**config.mk**
```make
export PLATFORM = sky130hd
export DESIGN_NAME = serializador_janela9
export DESIGN_NICKNAME = d
export VERILOG_FILES = /design/src/rtl/serializador_janela9.sv
export SDC_FILE = /design/constraint.sdc
export NUM_CORES = 1
export LEC_CHECK = 0
export BUFFER_PORTS_ARGS = -buffer_cell sky130_fd_sc_hd__buf_4
export CAP_MARGIN = 20
export CORE_MARGIN = 2
export CORE_UTILIZATION = 55
export CTS_BUF_LIST = sky130_fd_sc_hd__clkbuf_8 sky130_fd_sc_hd__clkbuf_16
export CTS_CLUSTER_DIAMETER = 60
export CTS_CLUSTER_SIZE = 24
export DETAILED_ROUTE_END_ITERATION = 8
export GPL_ROUTABILITY_DRIVEN = 0
export PLACE_DENSITY_LB_ADDON = 0.1
export SYNTH_ARGS = -nofsm -noshare
export SYNTH_HDL_FRONTEND = slang
export SYNTH_SLANG_ARGS = --single-unit
```
**constraint.sdc**
```tcl
create_clock -name clock -period 10.3 [get_ports clock]
set_input_delay 2.06 -clock clock [delete_from_list [all_inputs] [get_ports clock]]
set_output_delay 2.06 -clock clock [all_outputs]
set_load 0.02 [all_outputs]
```
**src/rtl/serializador_janela9.sv**
```systemverilog
// Double-buffered serializer: one N-sample window in, N single samples out in index order 0..N-1.
// Byte 0 is valid the cycle after accept; in_ready drops only while the pending buffer is full.
module serializador_janela9 #(
  parameter int WIDTH = 8,
  parameter int N     = 9
) (
  input  logic             clock,
  input  logic             reset,
  input  logic             in_valid,
  output logic             in_ready,
  input  logic [WIDTH-1:0] in_data [N-1:0],
  output logic             out_valid,
  input  logic             out_ready,
  output logic [WIDTH-1:0] out_data,
  output logic [3:0]       out_idx,
  output logic             out_first,
  output logic             out_last,
  output logic             busy
);

  typedef enum logic {IDLE, SEND} state_t;

  localparam logic [3:0] LAST = 4'(N - 1);

  state_t           state_q;
  logic [WIDTH-1:0] a_q [N-1:0];
  logic [WIDTH-1:0] p_q [N-1:0];
  logic             p_full_q;
  logic [3:0]       idx_q;

  always_ff @(posedge clock) begin
    if (reset) begin
      state_q  <= IDLE;
      idx_q    <= '0;
      p_full_q <= 1'b0;
    end else begin
      case (state_q)
        IDLE: begin
          if (in_valid && !p_full_q) begin
            a_q     <= in_data;
            idx_q   <= '0;
            state_q <= SEND;
          end
        end
        SEND: begin
          if (out_ready && idx_q == LAST) begin
            idx_q <= '0;
            // Window done: refill from P first, else bypass a same-cycle input straight into A.
            if (p_full_q) begin
              a_q      <= p_q;
              p_full_q <= 1'b0;
            end else if (in_valid) begin
              a_q <= in_data;
            end else begin
              state_q <= IDLE;
            end
          end else begin
            if (out_ready) idx_q <= idx_q + 4'd1;
            if (in_valid && !p_full_q) begin
              p_q      <= in_data;
              p_full_q <= 1'b1;
            end
          end
        end
        default: state_q <= IDLE;
      endcase
    end
  end

  assign in_ready  = !p_full_q;
  assign out_valid = (state_q == SEND);
  assign out_data  = out_valid ? a_q[idx_q] : '0;
  assign out_idx   = out_valid ? idx_q : 4'd0;
  assign out_first = out_valid && (idx_q == 4'd0);
  assign out_last  = out_valid && (idx_q == LAST);
  assign busy      = (state_q == SEND) || p_full_q;

endmodule
```
==> load_flow_metrics.sql, run 1 <==
INSERT INTO impl_metrics (metric_group, metric, value, unit) VALUES
('logic_synthesis', 'postSynthNetCount', '431', ''),
('final_layout', 'layout-area-overhead-vs-synth', '21.19', '%'),
('timing', 'fmaxAchievable', '208.6', 'MHz'),
('floorplanning', 'fp-row-count', '38', ''),
('logic_synthesis', 'synth_cells', '353', ''),
('power', 'pwr-share-seq', '0.522', ''),
('routing', 'drtPass1Iterations', '4', ''),
('power', 'power_density', '179.9', 'nW/µm²'),
('critical_path', 'crit_path_end_kind', 'output pin', ''),
('outcome', 'status', 'finished clean', ''),
('final_layout', 'finish.net_count', '524', ''),
('worst_hold_path', 'hold_path.class', 'register to register', ''),
('timing', 'worstMarginPinSlew', '1076', 'ps'),
('timing', 'finalClockSkew', '5.865', 'ps'),
('critical_path', 'worst_path_max_delay_cell', 'dfxtp_2', ''),
('global_routing', 'first_global_vias', '3453', ''),
('global_routing', 'antenna_found_initial', '0', ''),
('clocking', 'post_cts_buffers', '0', ''),
('power', 'power.ir.vdd_worst', '0.1836', 'mV'),
('clocking', 'ctsRootBufferMaster', 'clkbuf_16', ''),
('critical_path', 'crit_chain', 'mux4_2, nor2b_1, o31a_1, buf_4', ''),
('power', 'cellLeakagePower', '2.713', 'nW'),
('critical_path', 'worstPathMaxFanout', '38', ''),
('logic_synthesis', 'synth.largest_area_cell', 'edfxtp_1', ''),
('final_layout', 'fin_area', '7557', 'µm²'),
('floorplanning', 'top_level_i_o_count', '93', ''),
('logic_synthesis', 'ys_top_cells_by_area', 'edfxtp_1 69%, mux2_2 13%, mux2i_1 4.8%, dfxtp_1 1.9%, o221ai_1 0.98%', ''),
('clocking', 'cts.htree.levels', '4', ''),
('floorplanning', 'core_region_area', '10940', 'µm²'),
('power', 'switching_power_summed_over_all_nets', '285.2', 'µW'),
('timing', 'final.period_utilization', '0.4654', ''),
('timing', 'slew_headroom', '0.2830', ''),
('global_routing', 'globalRoute.totalOverflow', '0', ''),
('clocking', 'cts.sink_count', '150', ''),
('clocking', 'ctsLongestPathBuffers', '2', ''),
('power', 'post-layout-total-power', '1.360', 'mW'),
('logic_synthesis', 'post-synth-top-count-cell', 'edfxtp_1', ''),
('logic_synthesis', 'yosysTopAreaCellShare', '0.6934', ''),
('timing', 'fin_ws', '5506', 'ps'),
('final_layout', 'finalNonFillerCells', '597', ''),
('final_layout', 'layout.core_utilization', '0.6911', ''),
('placement', 'port_buffers', '92', ''),
('power', 'p_comb_frac', '0.074', ''),
('floorplanning', 'die_h', '110.5', 'µm'),
('logic_synthesis', 'ys_dominant_reg_cell', 'edfxtp_1', ''),
('logic_synthesis', 'synth.lib_cells_used.distinct', '42', ''),
('logic_synthesis', 'edff_count_synth', '144', ''),
('power', 'power_frac_clock', '0.404', ''),
('clocking', 'worst_skew_pair.late_latency', '420', 'ps'),
('clocking', 'cts.clk_slew.worst_paths', '60', 'ps'),
('logic_synthesis', 'mean_instance_size_in_the_synthesized_netlist', '17.67', 'µm²'),
('timing', 'final_hold_viol_count', '0', ''),
('logic_synthesis', 'synthesis.area', '6236', 'µm²'),
('logic_synthesis', 'synth_seq_area_share', '0.7127', ''),
('routing', 'finalWirelength', '11150', 'µm'),
('floorplanning', 'fp.dieArea', '12210', 'µm²'),
('timing', 'setup_viol', '0', ''),
('global_routing', 'grt_pass1_wl', '18370', 'µm'),
('critical_path', 'crit_type', 'register to output pin', ''),
('timing', 'worst_hold_slack', '546.6', 'ps'),
('power', 'internal-power', '1.074', 'mW'),
('placement', 'dp_worst_setup_slack', '5933', 'ps'),
('clocking', 'ctsHoldBuffers', '0', ''),
('final_layout', 'post_route_cells_drive_above_1_share', '0.4420', ''),
('floorplanning', 'x_dimension_of_the_die', '110.5', 'µm'),
('global_routing', 'gr-usage-all-layers', '0.1956', ''),
('critical_path', 'critical-path-max-stage-delay', '1040', 'ps'),
('timing', 'min_period', '4794', 'ps'),
('critical_path', 'setup.worst_path.start_class', 'register', ''),
('clocking', 'post_cts_resized', '0', ''),
('clocking', 'tritoncts', 'done', '');
==> sequential cells by signal, summed over array words and instances, names as in the netlist <==
| register | cells |
|---|---|
| a_q | 72 |
| p_full_q | 1 |
| idx_q | 4 |
| p_q | 72 |
| out_valid | 1 |
==> routing by layer <==
layer  wire length [µm]  GRT usage
met5                  0          0
met1               5213     0.2734
met2               5246     0.2916
met3                574    0.06531
met4                116    0.06500
==> worst paths after layout <==
kind	startpoint	end	slack [ps]	depth (start not counted)
worst max-delay path	idx_q[0]$_SDFFE_PP0P_	out_data[7]	5510	4
worst min register to register	p_q[50]$_DFFE_PP_	a_q[50]$_DFFE_PP_	550	1
worst min-delay path	p_q[50]$_DFFE_PP_	a_q[50]$_DFFE_PP_	550	1
worst max register to register	idx_q[0]$_SDFFE_PP0P_	p_q[43]$_DFFE_PP_	7340	6
==> placed cells by master, fill, tap and decap left out, types with 4 or more instances in the layout <==
master	instances
a211o_1	4
inv_1	6
buf_4	96
clkbuf_16	17
edfxtp_1	144
nand2_1	6
mux2i_1	30
dfxtp_1	5
and3_1	5
mux2_2	72
o221ai_1	7
o22ai_1	7
==> power by group through the flow <==
stage / clock [mW] / sequential [mW] / combinational, mW
2_1_floorplan: 0 / 0.719 / 0.0605
3_3_place_gp: 0 / 0.722 / 0.0996
3_5_place_dp: 0 / 0.723 / 0.101
4_1_cts: 0.560 / 0.710 / 0.102
5_1_grt: 0.585 / 0.712 / 0.110
6_report: 0.549 / 0.710 / 0.100
==> cells by family (layout without fill, tap and decap cells) <==
logic type / after synthesis / after routing / synth area share
AOI/OAI and AO/OA: 38 / 38 / 0.04755
adders and majority gates: 2 / 2 / 0.004012
DFF: 150 / 150 / 0.7127
and+or+nand+nor: 34 / 34 / 0.03210
buffers and inverters: 26 / 130 / 0.02187
muxes: 103 / 103 / 0.1818
==> critical path: cells and delay by family (launching register included) <==
kind,cells,cell delay (ps)
buffers and inverters,1,170
flip-flops,1,1040
AO/OA/AOI/OAI,1,360
multiplexers,1,600
AND/OR/NAND/NOR,1,140
==> area by class of cell <==
type                            instances  area [µm²]
Tap cell                              140       175.2
Multi-Input combinational cell        177        1680
Inverter                                4       15.01
Clock inverter                         13       95.09
Clock buffer                           17       425.4
Fill cell                             762        3378
Timing Repair Buffer                   96       720.7
Sequential cell                       150        4446
Power figures use the tool's default switching activity.
==> inputs of run 2 (changes only) <==
CORE_UTILIZATION = 51   (was 55)
clock period = 4 ns   (was 10.3 ns; I/O delays follow)
==> run 2 against run 1 <==
  * Critical path depth grew 1
  * Clock skew is 0.53 ps higher
  * Critical path type unchanged
  * Worst hold slack lost 0.77 ps
  * Largest cell class unchanged
==> load_flow_metrics.sql, run 2 (synthesis results as in run 1) <==
INSERT INTO impl_metrics (metric_group, metric, value, unit) VALUES
('outcome', 'status', 'finished clean', ''),
('routing', 'vias_per_cell', '5.492', ''),
('critical_path', 'worst-r2r-cell-count', '6', ''),
('placement', 'place.detailed.hpwl', '7322', 'µm'),
('final_layout', 'n_antenna_cell', '0', ''),
('critical_path', 'worst_r2r_startpoint', 'idx_q[1]$_SDFFE_PP0P_', ''),
('final_layout', 'post_route_cells_drive_above_1_share', '0.4444', ''),
('routing', 'route.detailed.wl_per_inst', '18.79', 'µm'),
('critical_path', 'crit_type', 'register to output pin', ''),
('placement', 'port_buffers', '92', ''),
('global_routing', 'grt_max_degree', '56', ''),
('worst_hold_path', 'hold_end', 'a_q[41]$_DFFE_PP_', ''),
('critical_path', 'ff2ff_setup_slack', '1190', 'ps'),
('critical_path', 'worst-endpoint-required', '3200', 'ps'),
('worst_hold_path', 'worstHoldPathCells', '1', ''),
('floorplanning', 'top_level_i_o_count', '93', ''),
('floorplanning', 'die_h', '114.6', 'µm'),
('power', 'power.ir.vdd_worst', '0.2879', 'mV'),
('worst_hold_path', 'hold_path.startpoint', 'p_q[41]$_DFFE_PP_', ''),
('power', 'power_density', '474.8', 'nW/µm²'),
('final_layout', 'most-common-layout-cells', '144 x edfxtp_1, 98 x buf_4, 72 x mux2_2', ''),
('clocking', 'tritoncts', 'done', ''),
('routing', 'detail_route.drc_violations', '0', ''),
('global_routing', 'globalRoute.totalOverflow', '0', ''),
('routing', 'drtPass1Iterations', '4', ''),
('final_layout', 'largest_registers', 'a_q: 72 flops, p_q: 72 flops, idx_q: 4 flops', ''),
('clocking', 'post_cts_resized', '0', ''),
('clocking', 'cts.sink_count', '150', ''),
('critical_path', 'crit_path_end_kind', 'output pin', ''),
('final_layout', 'layout_commonest_cell', 'edfxtp_1', ''),
('critical_path', 'setup.worst_path.start_class', 'register', ''),
('critical_path', 'worstPathMaxFanout', '27', ''),
('floorplanning', 'starting_density_of_the_core', '0.5213', ''),
('clocking', 'cts_buffers', '17', ''),
('clocking', 'ctsRootBufferMaster', 'clkbuf_16', ''),
('timing', 'worstMarginPinSlew', '826.5', 'ps'),
('floorplanning', 'fp.dieArea', '13130', 'µm²'),
('global_routing', 'first_global_vias', '3368', ''),
('power', 'cellLeakagePower', '2.758', 'nW'),
('timing', 'grt_setup_unrepaired', 'false', ''),
('clocking', 'cts.htree.levels', '4', ''),
('final_layout', 'layout.area.seq', '4446', 'µm²'),
('floorplanning', 'x_dimension_of_the_die', '114.6', 'µm'),
('routing', 'drt_first_iter_violations', '185', ''),
('floorplanning', 'core_region_area', '11960', 'µm²'),
('timing', 'setup_viol', '0', ''),
('timing', 'finalClockSkew', '6.396', 'ps'),
('final_layout', 'finalNonFillerCells', '606', ''),
('placement', 'post-place-cells', '576', ''),
('run', 'drv_cap', '0', ''),
('timing', 'final_hold_viol_count', '0', ''),
('clocking', 'post_cts_buffers', '0', ''),
('timing', 'setup-tns-final', '0', 'ps'),
('timing', 'min_period', '3292', 'ps'),
('clocking', 'ctsHoldBuffers', '0', ''),
('global_routing', 'grt_pass1_wl', '18020', 'µm'),
('critical_path', 'cp.arrival', '2490', 'ps'),
('routing', 'ant_nets', '0', ''),
('floorplanning', 'fp-row-count', '40', ''),
('critical_path', 'worstReg2RegEnd', 'p_q[49]$_DFFE_PP_', ''),
('clocking', 'cts.clk_slew.worst_paths', '60', 'ps'),
('clocking', 'worst_skew_pair.late_latency', '410', 'ps'),
('final_layout', 'num-fill-cells', '881', ''),
('final_layout', 'multi_input_logic_area', '1687', 'µm²'),
('routing', 'finalWirelength', '11390', 'µm'),
('clocking', 'ctsLongestPathBuffers', '2', ''),
('final_layout', 'finish.net_count', '526', ''),
('timing', 'final.period_utilization', '0.8230', ''),
('global_routing', 'antenna_found_initial', '0', ''),
('timing', 'final-max-slew-violation-count', '0', ''),
('routing', 'num_vias', '3328', ''),
('final_layout', 'layout-area-overhead-vs-synth', '22.45', '%'),
('global_routing', 'gr-usage-all-layers', '0.1862', ''),
('timing', 'fmaxAchievable', '303.8', 'MHz'),
('timing', 'slew_headroom', '0.4482', ''),
('worst_hold_path', 'hold_path.class', 'register to register', '');
run 2: per-layer routing:
metal  global-route usage  share of wire  wire length, µm  vias up
met3              0.05611          0.047              531        9
met4              0.06341          0.010              118        0
li1                     -              -                -     1583
met2               0.2651           0.45             5101       89
met5                    0              0                0        -
met1               0.2740           0.49             5636     1647
run 2: worst max-delay path by stage:
| stage | startpoint | endpoint | slack (ps) | cells past startpoint |
|---|---|---|---|---|
| 2_1_floorplan | idx_q[0]$_SDFFE_PP0P_ | a_q[0]$_DFFE_PP_ | 340 | 8 |
| 3_3_place_gp | idx_q[0]$_SDFFE_PP0P_ | out_data[7] | 1200 | 4 |
| 3_5_place_dp | idx_q[0]$_SDFFE_PP0P_ | out_data[7] | 1160 | 4 |
| 4_1_cts | idx_q[0]$_SDFFE_PP0P_ | out_data[5] | 670 | 5 |
| 5_1_grt | idx_q[0]$_SDFFE_PP0P_ | out_data[5] | 590 | 5 |
| 6_report | idx_q[0]$_SDFFE_PP0P_ | out_data[5] | 710 | 5 |
run 2: metrics by stage:
stage	setup slack, ps	power (mW)	util	hold WS, ps	instance area (µm²)
global placement	1200	2.120	0.5908	531.6	7067
global route	593.3	3.750	0.6384	550.1	7636
finish	708.0	3.625	0.6384	545.8	7636
detailed placement	1157	2.125	0.5908	531.9	7067
floorplan	340.7	2.003	-	524.6	6260
CTS	674.8	3.669	0.6384	548.7	7636
run 2: power by group:
part | internal (mW) | total (mW) | switching, mW
sequential | 1.80 | 1.83 | 0.0293
clock | 0.960 | 1.53 | 0.575
combinational | 0.140 | 0.266 | 0.126
total | 2.90 | 3.63 | 0.730
run 2: area by class of cell:
class / instances / share of cell area
Clock inverter: 13 / 0.01884
Multi-Input combinational cell: 177 / 0.2209
Clock buffer: 17 / 0.05571
Inverter: 4 / 0.001966
Sequential cell: 150 / 0.5822
Tap cell: 147 / 0.02409
Timing Repair Buffer: 98 / 0.09635
run 2: critical path: stages, from the launching register on:
cell	delay [ps]
dfxtp_2	830
buf_4	370
mux2i_1	330
o221ai_1	160
and3_1	230
buf_4	160
==> inputs of run 3 (changes only) <==
CORE_UTILIZATION = 55   (was 51)
clock period = 3.05 ns   (was 4 ns; I/O delays follow)
==> run 3 against run 2 <==
  * Count of clock-buffer cells in the layout unchanged
  * Core utilization increased by 6.5 points
  * Cell count decreased by 0.50%
  * Die area decreased by 7.0%
  * Non-clock buffer count increased by 3
  * Sequential share of layout area decreased by 0.40 points
==> load_flow_metrics.sql, run 3 (synthesis results as in run 1) <==
INSERT INTO impl_metrics (metric_group, metric, value, unit) VALUES
('outcome', 'status', 'finished clean', ''),
('worst_hold_path', 'hold_path.class', 'primary input to register', ''),
('final_layout', 'most-common-layout-cells', '144 x edfxtp_1, 100 x buf_4, 72 x mux2_2', ''),
('clocking', 'ctsLongestPathBuffers', '2', ''),
('timing', 'setup_viol', '0', ''),
('final_layout', 'finish.net_count', '529', ''),
('global_routing', 'grt_pass1_wl', '19130', 'µm'),
('clocking', 'post_cts_resized', '0', ''),
('timing', 'setup-tns-final', '0', 'ps'),
('timing', 'final.period_utilization', '0.9358', ''),
('power', 'power.ir.vdd_worst', '0.5132', 'mV'),
('final_layout', 'largest_registers', 'a_q: 72 flops, p_q: 72 flops, idx_q: 4 flops', ''),
('timing', 'min_period', '2854', 'ps'),
('final_layout', 'num-fill-cells', '730', ''),
('critical_path', 'worst-endpoint-required', '2440', 'ps'),
('power', 'cellLeakagePower', '2.791', 'nW'),
('critical_path', 'ff2ff_setup_slack', '710', 'ps'),
('clocking', 'post_cts_buffers', '0', ''),
('timing', 'slew_headroom', '0.4276', ''),
('placement', 'post_dp_cell_area', '7116', 'µm²'),
('placement', 'port_buffers', '92', ''),
('routing', 'drtPass1Iterations', '4', ''),
('final_layout', 'layout-area-overhead-vs-synth', '23.29', '%'),
('timing', 'fmaxAchievable', '350.4', 'MHz'),
('timing', 'worstMarginPinSlew', '857.4', 'ps'),
('clocking', 'tritoncts', 'done', ''),
('floorplanning', 'die_h', '110.5', 'µm'),
('timing', 'grt_setup_unrepaired', 'false', ''),
('floorplanning', 'top_level_i_o_count', '93', ''),
('final_layout', 'post_route_cells_drive_above_1_share', '0.4557', ''),
('final_layout', 'fin_area', '7689', 'µm²'),
('clocking', 'worst_skew_pair.late_latency', '420', 'ps'),
('power', 'power_density', '620.0', 'nW/µm²'),
('placement', 'place.detailed.hpwl', '7530', 'µm'),
('timing', 'worst_hold_slack', '376.3', 'ps'),
('routing', 'vias_per_cell', '5.594', ''),
('floorplanning', 'x_dimension_of_the_die', '110.5', 'µm'),
('routing', 'ant_nets', '0', ''),
('clocking', 'ctsHoldBuffers', '0', ''),
('clocking', 'cts.clk_slew.worst_paths', '60', 'ps'),
('run', 'drv_cap', '0', ''),
('clocking', 'cts_buffers', '17', ''),
('timing', 'finalClockSkew', '10.46', 'ps'),
('final_layout', 'layout_commonest_cell', 'edfxtp_1', ''),
('timing', 'final-max-slew-violation-count', '0', ''),
('critical_path', 'crit_type', 'register to output pin', ''),
('floorplanning', 'fp.dieArea', '12210', 'µm²'),
('routing', 'drt_first_iter_violations', '158', ''),
('critical_path', 'setup.worst_path.start_class', 'register', ''),
('global_routing', 'globalRoute.totalOverflow', '0', ''),
('routing', 'route.detailed.wl_per_inst', '19.24', 'µm'),
('final_layout', 'n_antenna_cell', '0', ''),
('critical_path', 'worstPathMaxFanout', '13', ''),
('critical_path', 'crit_path_end_kind', 'output pin', ''),
('critical_path', 'cp.arrival', '2240', 'ps'),
('routing', 'detail_route.drc_violations', '0', ''),
('global_routing', 'grt_max_degree', '74', ''),
('final_layout', 'layout.area.seq', '4446', 'µm²'),
('clocking', 'ctsRootBufferMaster', 'clkbuf_16', ''),
('final_layout', 'multi_input_logic_area', '1707', 'µm²'),
('clocking', 'cts.sink_count', '150', ''),
('global_routing', 'first_global_vias', '3568', ''),
('clocking', 'cts.htree.levels', '4', ''),
('routing', 'finalWirelength', '11600', 'µm'),
('floorplanning', 'starting_density_of_the_core', '0.5703', ''),
('floorplanning', 'core_region_area', '10940', 'µm²'),
('timing', 'final_hold_viol_count', '0', ''),
('floorplanning', 'fp-row-count', '38', ''),
('global_routing', 'gr-usage-all-layers', '0.2034', ''),
('routing', 'num_vias', '3373', ''),
('global_routing', 'antenna_found_initial', '0', '');
run 3: worst max-delay path, cell delays in order, from the launching register on:
cell and delay (ps):
dfxtp_2 530, buf_4 320, mux2i_1 210, o22ai_1 100
a211o_1 310, and3_1 200, buf_4 160
run 3: per-stage QoR:
stage / std cells / power (mW) / setup slack, ps / util
floorplan: 353 / 2.633 / -395.3 / -
global placement: 572 / 2.788 / 666.3 / 0.6507
detailed placement: 572 / 2.795 / 631.8 / 0.6507
CTS: 603 / 4.810 / 167.3 / 0.7031
global route: 603 / 4.934 / 73.38 / 0.7031
finish: 603 / 4.767 / 195.9 / 0.7031
run 3: cell type report:
type / instances / area share
clock buffers: 17 / 0.05533
clock inverters: 14 / 0.01920
inverters: 4 / 0.002278
multi-input cells: 177 / 0.2220
flip-flops and latches: 150 / 0.5782
well taps: 140 / 0.02278
repair buffers: 101 / 0.1002
run 3: power breakdown:
group	internal [mW]	switching [mW]	leakage (nW)	total, mW
clock network	1.26	0.754	0.295	2.01
registers	2.36	0.0342	1.37	2.39
logic	0.188	0.175	1.13	0.363
run 3: path summary, 6_finish.rpt:
kind,start,to,cells past startpoint
worst min register to register,p_q[71]$_DFFE_PP_,a_q[71]$_DFFE_PP_,1
worst max register to register,out_valid$_SDFF_PP0_,p_q[69]$_DFFE_PP_,3
worst min-delay path,in_data[14],p_q[14]$_DFFE_PP_,1
worst max-delay path,idx_q[0]$_SDFFE_PP0P_,out_data[5],6
run 3: metal layers:
metal	up-vias	global-route usage	routed length [µm]
met5	-	0	0
met3	8	0.06422	621
li1	1595	-	-
met4	0	0.07000	126
met1	1663	0.2850	5337
met2	107	0.3043	5513
